<file path="src/rtl/muldiv_unit.sv">
// muldiv_unit: iterative multiply/divide unit owning the architectural HI/LO
// registers. MULT/MULTU use shift-add over WIDTH cycles. DIV/DIVU use
// restoring division over WIDTH cycles. A final FIX cycle applies sign
// correction and writes HI/LO.
// Optional feature macro: MULDIV_DIV_EN. When it is defined, DIV/DIVU are
// supported. When it is undefined, the divider is compiled out and divide
// starts are ignored.
module muldiv_unit #(
    parameter int WIDTH = 32
) (
    input  logic             clk,
    input  logic             reset,
    input  logic             start,
    input  logic [1:0]       op,
    input  logic [WIDTH-1:0] srca,
    input  logic [WIDTH-1:0] srcb,
    input  logic             hiwe,
    input  logic             lowe,
    output logic [WIDTH-1:0] hi,
    output logic [WIDTH-1:0] lo,
    output logic             busy,
    output logic             done
);

    localparam int CNT_W = $clog2(WIDTH);

`ifdef MULDIV_DIV_EN
    typedef enum logic [1:0] {
        IDLE = 2'd0,
        MUL  = 2'd1,
        DIV  = 2'd2,
        FIX  = 2'd3
    } state_t;
`else
    typedef enum logic [1:0] {
        IDLE = 2'd0,
        MUL  = 2'd1,
        FIX  = 2'd3
    } state_t;
`endif

    state_t state;
    state_t state_next;

    // control decode
    logic accept;
    logic mt_ok;
    logic last;

    // operand preparation
    logic             signed_op;
    logic [WIDTH-1:0] a_in;
    logic [WIDTH-1:0] b_in;

    // shared iteration state
    logic [CNT_W-1:0]   cnt;
    logic [WIDTH-1:0]   a_mag;
    logic               neg_res;
    logic [2*WIDTH-1:0] prod;

    // multiplier step / fix-up
    logic [WIDTH:0]     mul_sum;
    logic [2*WIDTH-1:0] mul_next;
    logic [2*WIDTH-1:0] prod_fix;

    // architectural registers
    logic [WIDTH-1:0] hi_q;
    logic [WIDTH-1:0] lo_q;
    logic             done_q;
    logic [WIDTH-1:0] res_hi;
    logic [WIDTH-1:0] res_lo;

`ifdef MULDIV_DIV_EN
    // divider state
    logic             is_div;
    logic             neg_rem;
    logic             div_zero;
    logic [WIDTH-1:0] a_orig;
    logic [WIDTH-1:0] b_mag;
    logic [WIDTH:0]   rem;
    logic [WIDTH-1:0] quo;

    // divider step / fix-up
    logic [WIDTH+1:0] div_diff;
    logic [WIDTH:0]   div_keep;
    logic [WIDTH:0]   rem_next;
    logic [WIDTH-1:0] quo_next;
    logic [WIDTH-1:0] quo_fix;
    logic [WIDTH-1:0] rem_fix;
`endif

    // State register
    always_ff @(posedge clk or posedge reset) begin
        if (reset) begin
            state <= IDLE;
        end else begin
            state <= state_next;
        end
    end

    // Next-state decode: accept starts, gate MTHI/MTLO, count iterations
    always_comb begin
        state_next = state;
        accept     = 1'b0;
        mt_ok      = 1'b0;
        last       = (cnt == CNT_W'(WIDTH - 1));
        case (state)
            IDLE: begin
                if (start) begin
                    if (!op[1]) begin
                        accept     = 1'b1;
                        state_next = MUL;
                    end
`ifdef MULDIV_DIV_EN
                    else begin
                        accept     = 1'b1;
                        state_next = DIV;
                    end
`endif
                end else begin
                    mt_ok = 1'b1;
                end
            end
            MUL: begin
                if (last) begin
                    state_next = FIX;
                end
            end
`ifdef MULDIV_DIV_EN
            DIV: begin
                if (last) begin
                    state_next = FIX;
                end
            end
`endif
            FIX: begin
                state_next = IDLE;
            end
            default: begin
                state_next = IDLE;
            end
        endcase
    end

    // Operand magnitudes: signed ops work on absolute values plus sign flags
    always_comb begin
        signed_op = ~op[0];
        a_in      = (signed_op && srca[WIDTH-1]) ? -srca : srca;
        b_in      = (signed_op && srcb[WIDTH-1]) ? -srcb : srcb;
    end

    // Shift-add step: the multiplier sits in the low half and shifts out as
    // the partial product grows into the upper half
    always_comb begin
        mul_sum  = {1'b0, prod[2*WIDTH-1:WIDTH]} + {1'b0, a_mag};
        mul_next = prod[0] ? {mul_sum, prod[WIDTH-1:1]}
                           : {1'b0, prod[2*WIDTH-1:1]};
    end

`ifdef MULDIV_DIV_EN
    // Restoring step: try subtracting the divisor from the shifted remainder
    // and keep the shifted value when the trial goes negative
    always_comb begin
        div_diff = {rem, quo[WIDTH-1]} - {2'b00, b_mag};
        div_keep = {rem[WIDTH-1:0], quo[WIDTH-1]};
        rem_next = div_diff[WIDTH+1] ? div_keep : div_diff[WIDTH:0];
        quo_next = {quo[WIDTH-2:0], ~div_diff[WIDTH+1]};
    end
`endif

    // Final result: sign correction, then the HI/LO mapping per operation
    always_comb begin
        prod_fix = neg_res ? -prod : prod;
        res_hi   = prod_fix[2*WIDTH-1:WIDTH];
        res_lo   = prod_fix[WIDTH-1:0];
`ifdef MULDIV_DIV_EN
        quo_fix  = neg_res ? -quo : quo;
        rem_fix  = neg_rem ? -rem[WIDTH-1:0] : rem[WIDTH-1:0];
        if (is_div) begin
            // Divide by zero returns the untouched dividend and an all-ones
            // quotient, independent of signedness
            if (div_zero) begin
                res_hi = a_orig;
                res_lo = '1;
            end else begin
                res_hi = rem_fix;
                res_lo = quo_fix;
            end
        end
`endif
    end

    // Datapath registers: operand latch, iteration, HI/LO writes, done pulse
    always_ff @(posedge clk or posedge reset) begin
        if (reset) begin
            cnt      <= '0;
            a_mag    <= '0;
            neg_res  <= 1'b0;
            prod     <= '0;
            hi_q     <= '0;
            lo_q     <= '0;
            done_q   <= 1'b0;
`ifdef MULDIV_DIV_EN
            is_div   <= 1'b0;
            neg_rem  <= 1'b0;
            div_zero <= 1'b0;
            a_orig   <= '0;
            b_mag    <= '0;
            rem      <= '0;
            quo      <= '0;
`endif
        end else begin
            done_q <= 1'b0;
            case (state)
                IDLE: begin
                    if (accept) begin
                        cnt      <= '0;
                        a_mag    <= a_in;
                        neg_res  <= signed_op & (srca[WIDTH-1] ^ srcb[WIDTH-1]);
                        prod     <= {{WIDTH{1'b0}}, b_in};
`ifdef MULDIV_DIV_EN
                        is_div   <= op[1];
                        neg_rem  <= signed_op & srca[WIDTH-1];
                        div_zero <= (srcb == '0);
                        a_orig   <= srca;
                        b_mag    <= b_in;
                        rem      <= '0;
                        quo      <= a_in;
`endif
                    end else if (mt_ok) begin
                        if (hiwe) begin
                            hi_q <= srca;
                        end
                        if (lowe) begin
                            lo_q <= srca;
                        end
                    end
                end
                MUL: begin
                    prod <= mul_next;
                    cnt  <= cnt + CNT_W'(1);
                end
`ifdef MULDIV_DIV_EN
                DIV: begin
                    rem <= rem_next;
                    quo <= quo_next;
                    cnt <= cnt + CNT_W'(1);
                end
`endif
                FIX: begin
                    hi_q   <= res_hi;
                    lo_q   <= res_lo;
                    done_q <= 1'b1;
                end
                default: begin
                end
            endcase
        end
    end

    assign hi   = hi_q;
    assign lo   = lo_q;
    assign busy = (state != IDLE);
    assign done = done_q;

endmodule

</file>
<file path="config.mk">
export PLATFORM = sky130hd
export DESIGN_NAME = muldiv_unit
export DESIGN_NICKNAME = d
export VERILOG_FILES = /design/src/rtl/muldiv_unit.sv
export SDC_FILE = /design/constraint.sdc
export NUM_CORES = 1
export LEC_CHECK = 0
export CAP_MARGIN = 20
export CORE_ASPECT_RATIO = 0.75
export CORE_MARGIN = 2
export CORE_UTILIZATION = 50
export CTS_BUF_LIST = sky130_fd_sc_hd__clkbuf_16
export CTS_CLUSTER_DIAMETER = 120
export DETAILED_ROUTE_END_ITERATION = 12
export DONT_BUFFER_PORTS = 1
export GPL_TIMING_DRIVEN = 0
export PLACE_DENSITY_LB_ADDON = 0.1
export SETUP_SLACK_MARGIN = 0.4
export SLEW_MARGIN = 10
export SYNTH_ARGS = -nofsm -noshare
export SYNTH_HDL_FRONTEND = slang
export SYNTH_SLANG_ARGS = --single-unit
export TNS_END_PERCENT = 30
</file>
<file path="constraint.sdc">
create_clock -name clk -period 4.9 [get_ports clk]
set_input_delay 0.49 -clock clk [delete_from_list [all_inputs] [get_ports clk]]
set_output_delay 0.49 -clock clk [all_outputs]
set_load 0.03 [all_outputs]
</file>
==> metrics.md <==
| Metric | Value |
|---|---|
| Status | finished clean |
| N_diodes | 0 |
| Worst slew pin tran | 1.08 ns |
| Setup Fix Bufs, Post-CTS | 0 |
| Post-cts resize count | 0 |
| Hold Crit Class | input pin to flip-flop |
| # port buffers | 0 |
| ANT nets after route | 0 |
| Most frequent cells in the layout | 169 x o21ai_0, 169 x dfrtp_1, 161 x nand2_1, 86 x xnor2_1, 77 x a21oi_1 |
| Worst-path clk slew | 0.07 ns |
| Number of flops mapped to enable cells by yosys | 0 |
| Syn Inst Count | 1,329 |
| Nets | 1,463 |
| Post-route insts no fill | 1,660 |
| Die ar. | 24,200 um^2 |
| Antenna violations before repair | 0 |
| Die Ht | 135 um |
| CTS tree | yes |
| Max VDD drop | 0.320 mV |
| Crit path DAT | 4.23 ns |
| Max Cap Viol | 0 |
| Layout cells sized above 1 | 3.81% |
| Ys Warns | 0 |
| Post-synthesis average cell area | 8.63 um^2 |
| Grt met1 use | 48.6% |
| H-tree depth | 4 |
| Proportion of netlist area held by the largest area contributor | 36.9% |
| Seq cells post-synth | 169 |
| DP HPWL | 30.0 mm |
| Final Hold Viols | 0 |
| Initial Util | 51.4% |
| CP Capture Type | flip-flop |
| Hold-fix buffers, CTS | 1 |
| Fin util | 56.3% |
| Clock Skew | 0.0149 ns |
| Met2 Track Usage GR | 45.3% |
| Area delta synth->final | 9.50% |
| Final min period | 3.92 ns |
| Die X-Extent | 179 um |
| CP Class | flip-flop to flip-flop |
| Clock Tree Buf Depth | 2 |
| Leak | 4.82 nW |
| Post-synth cell types | 70 |
| Wire per inst | 23.1 um |
| Clock Latency Late Sink | 0.44 ns |
| Power per standard cell area | 704 nW/um^2 |
| Top post-synthesis cells by area | dfrtp_1 37%, o21ai_0 7.4%, xnor2_1 6.6%, nand2_1 5.3%, mux2i_1 5.0% |
| Syn nets | 1,438 |
| RSZ-0062 raised after global routing | no |
| Total GRT Usage | 32.5% |
| Via density | 6.30 |
| Setup Viol. Count Final | 0 |
| Max FO, Critical Path | 6 |
| Pin count of the biggest net entering global routing | 37 |
| Placed cell count | 1,628 |
| Initial DRT Pass Iterations | 6 |
| Core ar. | 22,300 um^2 |
| Grt peak-use layer | met1 |
| Io pins | 137 |
| Setup TNS | 0 ns |
| Fmax | 0.255 GHz |
| Number of global-route vias before repair | 9,779 |
| Crit start category | flip-flop |
| Row cnt | 47 |
| Synthesized area | 11,500 um^2 |
| M3 GR Usage | 11.3% |
| Slew Limit Fails | 0 |
| Clk sinks | 169 |
| Number of DRC markers in iteration 0 | 1,196 |
| First-pass GRT wire length | 58.8 mm |
| Seq/Total Area, Yosys | 36.9% |
| DR DRC count | 0 |
| CP Data Required Time | 5.21 ns |
| Fillers | 2,074 |
| Total CTS buffers | 17 |
| Fin crit share | 80.0% |
| Slew headroom | 27.2% |
| Yosys top cell by area | dfrtp_1 |
| Vias | 10,459 |
| Routed WL | 38.3 mm |
| Gpl congestion | 0.940 |
| Root buffer cell | clkbuf_16 |
| Remaining Overflow, GRT | 0 |
| Dominant synthesized flop cell | dfrtp_1 |
| Async S/R FF share, synth | 100% |
[sequential cells by signal (all words and copies together) (netlist names)]
| register | cells |
|---|---|
| prod | 64 |
| lo | 32 |
| hi | 32 |
| state | 2 |
| cnt | 5 |
| done | 1 |
| neg_res | 1 |
| a_mag | 32 |
[cells in the mapped netlist, drive strengths merged (13+ instances only)]
cell / instances
clkbuf: 71
a211oi: 17
mux2i: 57
nand2b: 13
a21oi: 77
nor2b: 28
nor4: 14
nor2: 58
xnor2: 86
inv: 23
o21ai: 190
a22oi: 47
dfrtp: 169
xor2: 58
nor3: 23
ha: 37
o41ai: 16
nand2: 161
o31ai: 29
nand3: 17
[report_power, final]
| part | leakage (nW) | switching [mW] | internal (mW) |
|---|---|---|---|
| clock network | 0.291 | 0.582 | 0.845 |
| registers | 2.03 | 1.30 | 2.04 |
| logic | 2.50 | 2.41 | 1.66 |
| total | 4.82 | 4.29 | 4.54 |
[cell type report]
class	count	area, um^2	share of cell area, %
inverter	23	90.1	0.718
buffer	83	314	2.50
tap	294	368	2.93
sequential	169	4230	33.7
clock inverter	14	181	1.45
multi-input combinational	1054	6830	54.4
timing repair buffer	6	110	0.877
clock buffer	17	425	3.39
[path summary, 6_finish.rpt]
path | start | end | slack, ns | cells past startpoint
min reg2reg | a_mag[0] | a_mag[0] | 0.49 | 2
min in group asynchronous | reset | prod[5] | 0.42 | 2
max | prod[32] | prod[59] | 0.98 | 11
min | op[0] | neg_res | 0.14 | 1
max in group asynchronous | reset | hi[23] | 3.33 | 6
max reg2reg | prod[32] | prod[59] | 0.98 | 11
[kinds of logic after synthesis]
kind of cell	Yosys count	share of synthesized area, %
buf+inv	106	3.49
fa+ha+maj	38	4.21
xor+xnor	144	11.0
compound gates	437	23.3
simple gates	375	15.8
flops	169	36.9
mux	60	5.27
[critical path: stages, from the launching register on]
cell	delay [ns]
dfrtp_1	0.58
ha_1	0.25
inv_1	0.06
fa_1	0.38
nor2b_1	0.26
o2111ai_1	0.18
a21boi_0	0.29
nor2_1	0.13
o21a_1	0.27
o311ai_0	0.89
a21oi_1	0.15
a311o_1	0.34
[routing by layer]
| metal | up-vias | routed length [um] | part of all wire, % |
|---|---|---|---|
| li1 | 4856 | - | - |
| met1 | 5064 | 17700 | 46 |
| met2 | 501 | 15600 | 41 |
| met3 | 38 | 4530 | 12 |
| met4 | 0 | 496 | 1.3 |
| met5 | - | 0 | 0 |
[metrics by stage]
step | hold WS (ns) | power (mW) | instance area [um^2] | setup WS (ns)
finish | 0.140 | 8.84 | 12600 | 0.979
global route | 0.150 | 9.46 | 12600 | 0.704
CTS | 0.128 | 8.76 | 12600 | 1.04
detailed placement | 0.252 | 7.30 | 11900 | 1.08
global placement | 0.471 | 7.24 | 11800 | 1.07
floorplan | 0.449 | 6.14 | 11500 | 1.91
Power figures use the tool's default switching activity.
